<file path="src/rtl/cpu_pkg.sv">
// Shared fetch-unit types and defaults.
// Imported by the prefetch queue and the fetch stage.
package cpu_pkg;

  localparam logic [31:0] RESET_PC_DEF = 32'h0000_0000;

  typedef struct packed {
    logic [31:0] pc;
    logic [31:0] instr;
  } ifq_entry_t;

  function automatic logic [31:0] word_align(
    input logic [31:0] a
  );
    return {a[31:2], 2'b00};
  endfunction

endpackage

</file>
<file path="src/rtl/cpu_fifo.sv">
// Generic synchronous FIFO with flush.
// Accepts a push while full when a pop happens on the same edge.
module cpu_fifo #(
  parameter type T     = logic [63:0],
  parameter int  DEPTH = 4
) (
  input  logic                         i_clk,
  input  logic                         i_rst,
  input  logic                         i_flush,
  input  logic                         i_push,
  input  T                             i_din,
  input  logic                         i_pop,
  output T                             o_dout,
  output logic                         o_full,
  output logic                         o_empty,
  output logic [$clog2(DEPTH+1)-1:0]   o_count
);

  localparam int PW = (DEPTH > 1) ? $clog2(DEPTH) : 1;
  localparam int CW = $clog2(DEPTH+1);

  T              r_mem [DEPTH];
  logic [PW-1:0] r_wp;
  logic [PW-1:0] r_rp;
  logic [CW-1:0] r_cnt;
  logic          w_wr;
  logic          w_rd;

  assign o_full  = (r_cnt == CW'(DEPTH));
  assign o_empty = (r_cnt == '0);
  assign o_count = r_cnt;
  assign o_dout  = r_mem[r_rp];

  assign w_wr = i_push & (~o_full | i_pop);
  assign w_rd = i_pop & ~o_empty;

  always_ff @(posedge i_clk or posedge i_rst) begin
    if (i_rst) begin
      r_wp  <= '0;
      r_rp  <= '0;
      r_cnt <= '0;
    end else if (i_flush) begin
      r_wp  <= '0;
      r_rp  <= '0;
      r_cnt <= '0;
    end else begin
      if (w_wr) r_wp <= r_wp + 1'b1;
      if (w_rd) r_rp <= r_rp + 1'b1;
      unique case ({w_wr, w_rd})
        2'b10:   r_cnt <= r_cnt + 1'b1;
        2'b01:   r_cnt <= r_cnt - 1'b1;
        default: r_cnt <= r_cnt;
      endcase
    end
  end

  always_ff @(posedge i_clk) begin
    if (w_wr && !i_flush) r_mem[r_wp] <= i_din;
  end

endmodule

</file>
<file path="src/rtl/cpu_ifetch_q.sv">
// Instruction fetch unit with prefetch queue feeding decode (p2).
// Redirects discard in-flight responses by counting them out.
module cpu_ifetch_q
  import cpu_pkg::*;
#(
  parameter logic [31:0] RESET_PC        = RESET_PC_DEF,
  parameter int          QDEPTH          = 4,
  parameter int          MAX_OUTSTANDING = 2
) (
  input  logic        clock,
  input  logic        reset,
  input  logic        stall,
  input  logic        p2_bubble,
  input  logic        p3_jump_taken,
  input  logic [31:0] p3_jump_addr,
  output logic        cpui_request,
  output logic [31:0] cpui_addr,
  input  logic        cpui_ready,
  input  logic [31:0] cpui_rdata,
  input  logic        cpui_ack,
  output logic [31:0] p2_instr,
  output logic [31:0] p2_pc,
  output logic        p2_instr_valid,
  output logic        overflow
);

  localparam int OW = $clog2(MAX_OUTSTANDING+1);
  localparam int QW = $clog2(QDEPTH+1);

  logic [31:0]   r_fetch_pc;
  logic [31:0]   r_ack_pc;
  logic [OW-1:0] r_outst;
  logic [OW-1:0] r_discard;
  logic [31:0]   r_p2_instr;
  logic [31:0]   r_p2_pc;
  logic          r_p2_valid;
  logic          r_overflow;

  ifq_entry_t    w_ack_ent;
  ifq_entry_t    w_head;
  logic          w_full;
  logic          w_empty;
  logic [QW-1:0] w_count;
  logic [31:0]   w_inflight;
  logic          w_hold;
  logic          w_req;
  logic          w_accept;
  logic          w_ack_keep;
  logic          w_ack_drop;
  logic          w_bypass;
  logic          w_pop;
  logic          w_push;

  assign w_hold     = stall | p2_bubble;
  assign w_inflight = 32'(w_count) + 32'(r_outst);

  // Every request must have a queue slot reserved for its response.
  assign w_req = !reset && !p3_jump_taken
              && (32'(r_outst) < 32'(MAX_OUTSTANDING))
              && (w_inflight < 32'(QDEPTH));

  assign w_accept   = w_req & cpui_ready;
  assign w_ack_keep = cpui_ack & ~p3_jump_taken & (r_discard == '0);
  assign w_ack_drop = cpui_ack & ~p3_jump_taken & (r_discard != '0);
  assign w_bypass   = w_ack_keep & w_empty & ~w_hold;
  assign w_pop      = ~p3_jump_taken & ~w_hold & ~w_empty;
  assign w_push     = w_ack_keep & ~w_bypass;

  assign w_ack_ent.pc    = r_ack_pc;
  assign w_ack_ent.instr = cpui_rdata;

  cpu_fifo #(
    .T     (ifq_entry_t),
    .DEPTH (QDEPTH)
  ) u_fifo (
    .i_clk   (clock),
    .i_rst   (reset),
    .i_flush (p3_jump_taken),
    .i_push  (w_push),
    .i_din   (w_ack_ent),
    .i_pop   (w_pop),
    .o_dout  (w_head),
    .o_full  (w_full),
    .o_empty (w_empty),
    .o_count (w_count)
  );

  always_ff @(posedge clock or posedge reset) begin
    if (reset) begin
      r_fetch_pc <= RESET_PC;
      r_ack_pc   <= RESET_PC;
      r_outst    <= '0;
      r_discard  <= '0;
    end else begin
      unique case ({w_accept, cpui_ack})
        2'b10:   r_outst <= r_outst + 1'b1;
        2'b01:   r_outst <= r_outst - 1'b1;
        default: r_outst <= r_outst;
      endcase
      if (p3_jump_taken) begin
        r_fetch_pc <= word_align(p3_jump_addr);
        r_ack_pc   <= word_align(p3_jump_addr);
        r_discard  <= r_outst - OW'(cpui_ack);
      end else begin
        if (w_accept)   r_fetch_pc <= r_fetch_pc + 32'd4;
        if (w_ack_keep) r_ack_pc   <= r_ack_pc + 32'd4;
        if (w_ack_drop) r_discard  <= r_discard - 1'b1;
      end
    end
  end

  always_ff @(posedge clock or posedge reset) begin
    if (reset) begin
      r_p2_instr <= '0;
      r_p2_pc    <= '0;
      r_p2_valid <= 1'b0;
      r_overflow <= 1'b0;
    end else begin
      if (w_push && w_full && !w_pop) r_overflow <= 1'b1;
      if (p3_jump_taken) begin
        r_p2_valid <= 1'b0;
      end else if (!w_hold) begin
        if (!w_empty) begin
          r_p2_instr <= w_head.instr;
          r_p2_pc    <= w_head.pc;
          r_p2_valid <= 1'b1;
        end else if (w_bypass) begin
          r_p2_instr <= cpui_rdata;
          r_p2_pc    <= r_ack_pc;
          r_p2_valid <= 1'b1;
        end else begin
          r_p2_valid <= 1'b0;
        end
      end
    end
  end

  assign cpui_request   = w_req;
  assign cpui_addr      = r_fetch_pc;
  assign p2_instr       = r_p2_instr;
  assign p2_pc          = r_p2_pc;
  assign p2_instr_valid = r_p2_valid;
  assign overflow       = r_overflow;

endmodule

</file>
<file path="config.mk">
export PLATFORM = sky130hd
export DESIGN_NAME = cpu_ifetch_q
export DESIGN_NICKNAME = d
export VERILOG_FILES = /design/src/rtl/cpu_pkg.sv /design/src/rtl/cpu_fifo.sv /design/src/rtl/cpu_ifetch_q.sv
export SDC_FILE = /design/constraint.sdc
export NUM_CORES = 1
export LEC_CHECK = 0
export CORE_MARGIN = 2
export CORE_UTILIZATION = 35
export CTS_BUF_LIST = sky130_fd_sc_hd__clkbuf_8
export CTS_CLUSTER_SIZE = 8
export DETAILED_ROUTE_END_ITERATION = 10
export PLACE_DENSITY_LB_ADDON = 0.2
export SYNTH_ARGS = -nofsm -noshare
export SYNTH_HDL_FRONTEND = slang
export SYNTH_SLANG_ARGS = --single-unit
export TNS_END_PERCENT = 50
</file>
<file path="constraint.sdc">
create_clock -name clock -period 9.02 [get_ports clock]
set_input_delay 0.902 -clock clock [delete_from_list [all_inputs] [get_ports clock]]
set_output_delay 0.902 -clock clock [all_outputs]
set_load 0.1 [all_outputs]
</file>
# Yosys cells after proc, flatten, opt, wreduce, memory -nomap -nowiden
# Memories as Yosys holds them, arrays and structs flattened.
# Cells that the tools add are included.
# op_classes
addsub	11
n_lt_le_gt_ge	2
n_eq_ne	7
n_mux	23
bitwise	18
reduce_logical	20
# ops
op	n
$mux W32	8
$add A32 B3 Y32 const B	2
$reduce_bool A2 Y1	7
$mux W2	6
$and A1 B1 Y1	11
$add A2 B1 Y2 const B	3
$logic_and A1 B1 Y1	6
$mux W1	6
$pmux W3 S2	1
$not A1 Y1	5
$add A3 B2 Y4	1
$eq A2 B1 Y1 const B	2
$eq A2 B2 Y1 const B	2
$lt A4 B3 Y1 const B	1
$ne A2 B2 Y1 const B	2
$pmux W2 S2	1
$sub A2 B1 Y2 const B	2
$add A3 B1 Y3 const B	1
$eq A3 B3 Y1 const B	1
$logic_not A1 Y1	3
$logic_not A3 Y1	1
$mux W3	1
$reduce_and A3 Y1	1
$reduce_bool A3 Y1	1
5 further kinds	6
# word_totals
ff_bits	141
ramBits	256
input_bits	71
memories	1
# mem_list
memory	words	width	read_ports	rd_clocked_by_memory_dff	write_ports	line_no	text
u_fifo.r_mem	4	64	1	0	1	cpu_fifo.sv:22	T r_mem [DEPTH];

# Logic depth before layout (Yosys ltp)
# Gate-level depths: netlist of run 1.
# depth
depth_word	11
mapped_depth	11
ltp_nobuf	10

# By module
# From an unflattened synthesis of run 1, not the netlist that was laid out.
# unflattened
cells_unflattened	1082
area_unflattened_um2	16439.5
# modules_own_cells
mod	instances	cells_each	area_per_inst_um2
cpu_fifo	1	397	9765.6
cpu_ifetch_q	1	685	6673.9

# Least setup slack after synthesis of run 1
# Ideal clock, no wire load.
# synth_path
path_kind	input -> register
startpoint	input cpui_ack
endpoint	memory u_fifo.r_mem[0][0] (netlist bit), enable pin
arrival_ns	3.112
t_required_ns	8.594
path_slack_ns	5.482
cell_stages	4
n_path_buf	1
cell_sequence	nand2_1 > clkbuf_1 > nor3_1 > and2_1
# synth_via
elab_chain_len	10
# synth_lines
item	line_no	text
start, declared	cpu_ifetch_q.sv:20	input logic cpui_ack,
$and A1 B1 Y1 (*) (2 in series)	cpu_ifetch_q.sv:63	assign w_ack_keep = cpui_ack & ~p3_jump_taken & (r_discard == '0);
$and A1 B1 Y1 (2 in series)	cpu_ifetch_q.sv:65	assign w_bypass = w_ack_keep & w_empty & ~w_hold;
$not A1 Y1	cpu_ifetch_q.sv:67	assign w_push = w_ack_keep & ~w_bypass;
$and A1 B1 Y1 (*)	cpu_ifetch_q.sv:67	
$and A1 B1 Y1 (*)	cpu_fifo.sv:34	assign w_wr = i_push & (~o_full | i_pop);
$logic_and A1 B1 Y1 (*)	cpu_fifo.sv:58	if (w_wr && !i_flush) r_mem[r_wp] <= i_din;
$mux W1 (*)	cpu_fifo.sv:58	
$mux W1 (implied by the code) (*)	cpu_fifo.sv:58	
end, declared	cpu_fifo.sv:22	
# Mark *: on every way between the ends. The rest lies on a longest branch, timed or not.

# Worst setup path in the final report of run 1
# layout_path
startpoint	input p3_jump_taken
endpoint	output cpui_request
# layout_via
elab_chain_len	4
# layout_lines
item	line_no	text
start, declared	cpu_ifetch_q.sv:14	input logic p3_jump_taken,
$logic_not A1 Y1	cpu_ifetch_q.sv:58	assign w_req = !reset && !p3_jump_taken
$logic_and A1 B1 Y1	cpu_ifetch_q.sv:58	
$logic_and A1 B1 Y1	cpu_ifetch_q.sv:59	&& (32'(r_outst) < 32'(MAX_OUTSTANDING))
$logic_and A1 B1 Y1	cpu_ifetch_q.sv:60	&& (w_inflight < 32'(QDEPTH));
end, declared	cpu_ifetch_q.sv:16	output logic cpui_request,
# No other way between the ends.

==> impl_metrics.csv, run 1 <==
group,metric,value,unit
die,num_rows,77,
yosys,synth_ff_type,"edfxtp_1",
yosys,synth_top_area_cell,"edfxtp_1",
timing,setup_viol,0,
timing,layout_min_cycle_time,3.97,ns
power_and_ir_drop,p_comb_share,35.9,%
placement,port_buffers,163,
cells_and_area,mostFrequentLayoutCell,"edfxtp_1",
global_routing,grt_pass1_vias,10500,
cells_and_area,post-route-cell-area,19300,um^2
power_and_ir_drop,p_switching,2.51,mW
timing,hold_viol,0,
power_and_ir_drop,p_total,5.92,mW
setup_path,cp_num_buf_inv,3,
placement,dp_hpwl,22100,um
routing,antenna_left,0,
die,core-area,44400,um^2
placement,dpl_cell_area,18000,um^2
die,dieArea,47000,um^2
timing,fin_skew,0.0291,ns
setup_path,end_kind,"output port",
routing,first_pass_iters,5,
timing,setup_ws,5.05,ns
placement,gp_congestion,0.820,
yosys,ys_async_sr_fraction,35.2,%
die,die_w,217,um
clock_network,path_clk_slew,0.06,ns
power_and_ir_drop,ir_worst_vdd,0.225,mV
routing,drc,0,
placement,dp.cells,1789,
setup_path,critPathLaunchType,"primary input",
setup_path,critical_path_class,"in -> out",
power_and_ir_drop,p_per_area,306,nW/um^2
yosys,netlist-cell-type-count,56,
cells_and_area,drive_above_1_share,14.8,%
outcome,outcome,"finished clean",
routing,routed_via_density,5.23,
setup_path,crit_path_max_incr_delay,1.14,ns
power_and_ir_drop,p_seq_share,38.4,%
clock_network,cts_root_buf,"clkbuf_8",
worst_hold_path,hold_path.class,"reg -> reg",
cells_and_area,nFillCells,4090,
yosys,ys_seq_area_share,68.4,%
die,io_pins,170,
routing,wirelength,39700,um
power_and_ir_drop,sw_frac_of_total,42.5,%
clock_network,cts_tree,"done",
placement,post-place-ws,4.98,ns
power_and_ir_drop,p_int,3.41,mW
cells_and_area,layout.nets,1349,
yosys,synth_cells,1088,
global_routing,antenna_found_initial,1,
setup_path,crit_fanout,59,
clock_network,h-tree-depth,3,
setup_path,arrival,3.07,ns
timing,rsz0062_at_grt,"no",
routing,drt-initial-drc-count,705,
yosys,yosys-top-cells-area,"edfxtp_1 47%, dfrtp_1 21%, mux4_2 8.8%",
timing,setup_tns,0,ns
timing,slew_headroom,28.1,%
cells_and_area,area_growth,22.1,%
routing,num_vias,10000,
timing,fmax,252,MHz
job,max-cap-violations,0,
global_routing,grt_overflow,0,
die,initial_core_util,35.6,%
clock_network,cts-resized-gates,0,
clock_network,clock_latency,0.61,ns
clock_network,postCtsSetupBuffers,0,
timing,worst_slew_pin_slew,1.08,ns
timing,min_period_over_period,44.0,%
cells_and_area,antennaDiodeCount,0,
power_and_ir_drop,p_leak,6.65,nW
global_routing,grt_pass1_wl,61500,um
setup_path,path_cells,"buf_2, buf_4, nor3_1, and3_1, clkdlybuf4s50_1",
yosys,synth_area_per_cell,14.6,um^2
yosys,synth_area,15800,um^2
clock_network,cts_made_buffers,68,
die,dieHeight,217,um
clock_network,clk_path_buf_depth,3,
timing,drv_slew,0,
power_and_ir_drop,p_clk_share,25.6,%
global_routing,grt_max_degree,86,
cells_and_area,final_cells,1914,
yosys,yosys_warnings,0,
yosys,yosys_register_bits,383,
setup_path,cp_top_family,"buffers and inverters",
setup_path,critPathSlowestCell,"clkdlybuf4s50_1",
routing,wire_per_inst,20.7,um
clock_network,ctsHoldBuffers,0,
clock_network,cts_sinks,383,
yosys,synth-edff-count,248,
global_routing,globalRouteTotalUtil,17.0,%
cells_and_area,layout_common_cells,"248 x edfxtp_1, 162 x clkdlybuf4s50_1, 133 x dfrtp_1",
yosys,synth.top_cell.area_share,47.0,%
setup_path,required,8.12,ns
==> cells by family after synthesis <==
logic type | count (synthesis) | synth area share (%)
AO/OA/AOI/OAI | 193 | 7.44
XOR/XNOR | 44 | 2.43
adder cells (fa/ha/maj) | 11 | 0.917
buffers and inverters | 78 | 2.09
flip-flops | 383 | 68.4
multiplexers | 74 | 9.66
other | 1 | 0.0237
AND/OR/NAND/NOR | 304 | 9.05
==> area by class of cell <==
cell class              count  area (um^2)  share of cell area [%]
repair buffers            171         1690                    8.73
clock buffers              79         1090                    5.63
well taps                 592          741                    3.83
flip-flops and latches    383        10800                    56.0
inverters                  13         53.8                   0.278
multi-input cells         630         4720                    24.4
clock inverters            46          206                    1.07
==> sequential cells by signal, indices dropped and copies added (netlist names) <==
register,cells
cpui_addr,30
overflow,1
p2_instr,32
p2_instr_valid,1
p2_pc,30
r_ack_pc,30
r_discard,2
r_outst,2
u_fifo.o_count,3
u_fifo.r_mem,248
u_fifo.r_rp,2
u_fifo.r_wp,2
==> worst register-to-register path, stage by stage (launching register included) <==
cell and delay, ns:
dfrtp_1 0.38, inv_1 0.06, ha_1 0.21, nand2_1 0.42
nor3_1 0.65, and2_4 0.98
==> through the flow <==
step	hold slack, ns	util, %
final	0.515	43.5
after global routing	0.522	43.5
after CTS	0.506	43.5
after detailed placement	0.485	40.6
after floorplan	0.475	-
after global placement	0.497	40.6
==> final timing paths <==
check | start | to | slack [ns] | cells past startpoint
worst max-delay path | p3_jump_taken | cpui_request | 5.05 | 5
worst min-delay path | overflow$_DFFE_PP0P_ | overflow$_DFFE_PP0P_ | 0.52 | 1
worst max register to register | r_discard[0]$_DFFE_PP0P_ | u_fifo.r_mem[2][59]$_DFFE_PP_ | 5.89 | 5
worst min register to register | overflow$_DFFE_PP0P_ | overflow$_DFFE_PP0P_ | 0.52 | 1
max in group asynchronous | reset | r_ack_pc[13]$_DFFE_PP0N_ | 6.80 | 3
min in group asynchronous | reset | cpui_addr[31]$_DFFE_PP0P_ | 0.86 | 2
==> routing by layer <==
metal / wire [um] / global-route usage, %
met3: 2510 / 4.04
met4: 552 / 5.05
met2: 18300 / 26.4
met1: 18300 / 23.8
met5: 11 / 0
==> cells in the mapped netlist (2+ instances only) <==
cell      number
nand2b_1       6
edfxtp_1     248
nand2_1       89
mux2_2        10
and2_1         6
inv_2          2
mux2i_1        2
o211ai_1       9
or3_2          2
and3_1         5
buf_2          9
xnor2_1       23
inv_1         11
nand3_1       35
o21ai_0       26
a21boi_0       5
dfrtp_1      135
or4_1          4
nor2_1        91
o21a_1         3
a41o_1         2
a31oi_1       19
o22ai_1       48
a21oi_1       60
nand4_1       25
a211oi_1       2
ha_1          10
clkbuf_1      43
o311ai_0      12
buf_1          6
and4_1         4
buf_4          5
nor3_1        17
xor2_1        21
mux4_2        62
or3_1          8
nor4_1         4
==> power by group through the flow <==
stage | Clock [mW] | Sequential, mW | Combinational [mW]
after floorplan | 0 | 3.42 | 0.455
after global placement | 0 | 2.31 | 2.14
after detailed placement | 0 | 2.32 | 2.14
after CTS | 1.57 | 2.28 | 2.15
after global routing | 1.65 | 2.31 | 2.22
final | 1.52 | 2.28 | 2.13
Note: power is estimated with default switching activity, not from simulation.
==> inputs of run 2 (changes only) <==
- clock period: 9.02 -> 4.08 ns (I/O delays scaled with it)
==> impl_metrics.csv, run 2 (synthesis gave the netlist of run 1 again) <==
group,metric,value,unit
routing,wirelength,40000,um
routing,drt-initial-drc-count,676,
timing,fmax,367,MHz
setup_path,cp_num_buf_inv,1,
routing,drc,0,
timing,slew_headroom,20.9,%
power_and_ir_drop,p_switching,5.51,mW
clock_network,ctsHoldBuffers,0,
timing,worst_slew_pin_slew,1.19,ns
setup_path,cp_top_family,"buffers and inverters",
setup_path,crit_path_max_incr_delay,1.20,ns
cells_and_area,drive_above_1_share,15.4,%
die,die_w,217,um
timing,setup_tns,0,ns
clock_network,cts-resized-gates,0,
routing,dr_wl_met3,2350,um
power_and_ir_drop,p_leak,6.79,nW
die,io_pins,170,
die,dieArea,47000,um^2
power_and_ir_drop,p_per_area,669,nW/um^2
placement,gp_congestion,0.847,
cells_and_area,layout.nets,1365,
cells_and_area,antennaDiodeCount,0,
setup_path,end_kind,"output port",
timing,drv_slew,0,
clock_network,cts_sinks,383,
routing,num_vias,10000,
routing,met1_length,18600,um
die,dieHeight,217,um
timing,setup_viol,0,
die,core-area,44400,um^2
worst_hold_path,hold_path.class,"in -> reg",
clock_network,h-tree-depth,3,
job,max-cap-violations,0,
die,initial_core_util,35.6,%
global_routing,globalRouteTotalUtil,17.3,%
clock_network,cts_tree,"done",
setup_path,critPathSlowestCell,"clkdlybuf4s50_1",
setup_path,arrival,2.32,ns
setup_path,required,3.67,ns
global_routing,grt_pass1_wl,62400,um
global_routing,antenna_found_initial,1,
global_routing,grt_pass1_vias,10400,
power_and_ir_drop,p_seq_share,38.5,%
routing,wl_met2,18400,um
clock_network,cts_made_buffers,66,
timing,fin_skew,0.0307,ns
timing,hold_viol,0,
power_and_ir_drop,p_clk_share,25.2,%
routing,first_pass_iters,5,
setup_path,critical_path_class,"reg -> out",
setup_path,crit_fanout,9,
routing,routed_via_density,5.20,
cells_and_area,largest_register_ffs,248,
cells_and_area,area_growth,23.3,%
timing,rsz0062_at_grt,"no",
cells_and_area,max_flop_register,"u_fifo.r_mem",
routing,wire_per_inst,20.7,um
placement,dp_hpwl,24600,um
setup_path,critPathLaunchType,"flip-flop",
clock_network,cts_root_buf,"clkbuf_8",
placement,port_buffers,163,
outcome,outcome,"finished clean",
global_routing,grt_max_degree,66,
power_and_ir_drop,sw_frac_of_total,42.1,%
setup_path,path_cells,"clkdlybuf4s50_1",
cells_and_area,mostFrequentLayoutCell,"edfxtp_1",
clock_network,path_clk_slew,0.06,ns
placement,dp.cells,1807,
cells_and_area,post-route-cell-area,19500,um^2
power_and_ir_drop,p_int,7.56,mW
cells_and_area,final_cells,1928,
timing,min_period_over_period,66.9,%
clock_network,postCtsSetupBuffers,0,
cells_and_area,layout_common_cells,"248 x edfxtp_1, 161 x clkdlybuf4s50_1, 133 x dfrtp_1",
clock_network,clk_path_buf_depth,3,
global_routing,grt_overflow,0,
clock_network,clock_latency,0.60,ns
die,num_rows,77,
power_and_ir_drop,p_comb_share,36.3,%
routing,antenna_left,0,
placement,dpl_cell_area,18300,um^2
routing,top_layer,"met5",
timing,layout_min_cycle_time,2.73,ns
power_and_ir_drop,ir_worst_vdd,0.650,mV
==> run 2: cell types whose count changed in the layout (fill, tap and decap cells not counted) <==
cell             change
clkinv_2             -5
buf_4               +11
inv_1                +6
clkinv_1             -1
buf_12               +8
clkbuf_8             +1
clkinvlp_4           -5
clkdlybuf4s50_1      -1
==> run 2: path summary, 6_finish.rpt <==
path,start,depth (start not counted),end,slack [ns]
max in group asynchronous,reset,3,p2_instr[17]$_DFFE_PP0P_,2.83
worst max-delay path,cpui_addr[10]$_DFFE_PP0P_,1,cpui_addr[10],1.35
worst min-delay path,p3_jump_taken,2,u_fifo.o_count[2]$_DFFE_PP0P_,0.22
worst max register to register,u_fifo.o_count[2]$_DFFE_PP0P_,5,u_fifo.r_mem[3][54]$_DFFE_PP_,1.38
min in group asynchronous,reset,2,cpui_addr[29]$_DFFE_PP0P_,0.32
worst min register to register,overflow$_DFFE_PP0P_,1,overflow$_DFFE_PP0P_,0.50
==> run 2: metal layers <==
layer	track usage (%)	vias up
li1	-	4590
met3	3.68	49
met5	0	-
met4	5.05	2
met2	26.8	325
met1	24.7	5067
==> run 2: per-stage QoR <==
step	setup WS [ns]	hold slack (ns)	util, %	power [mW]
after floorplan	0.0609	0.475	-	8.57
after global placement	1.05	0.469	41.1	9.85
after detailed placement	1.01	0.480	41.1	9.88
after CTS	1.31	0.167	44.0	13.2
after global routing	1.25	0.204	44.0	13.6
final	1.35	0.219	44.0	13.1
==> run 2: power by group through the flow <==
stage	Clock [mW]	Combinational, mW	Sequential [mW]
floorplan	0	1.01	7.56
global placement	0	4.76	5.09
detailed placement	0	4.77	5.11
CTS	3.41	4.79	5.04
global route	3.59	4.95	5.10
finish	3.30	4.74	5.03
==> run 2: cell type report <==
| cell class | instances | area [um^2] |
|---|---|---|
| clock inverters | 41 | 163 |
| inverters | 13 | 53.8 |
| flip-flops and latches | 383 | 10800 |
| clock buffers | 80 | 1100 |
| multi-input cells | 630 | 4720 |
| fillers | 4066 | 24900 |
| repair buffers | 189 | 1920 |
| well taps | 592 | 741 |
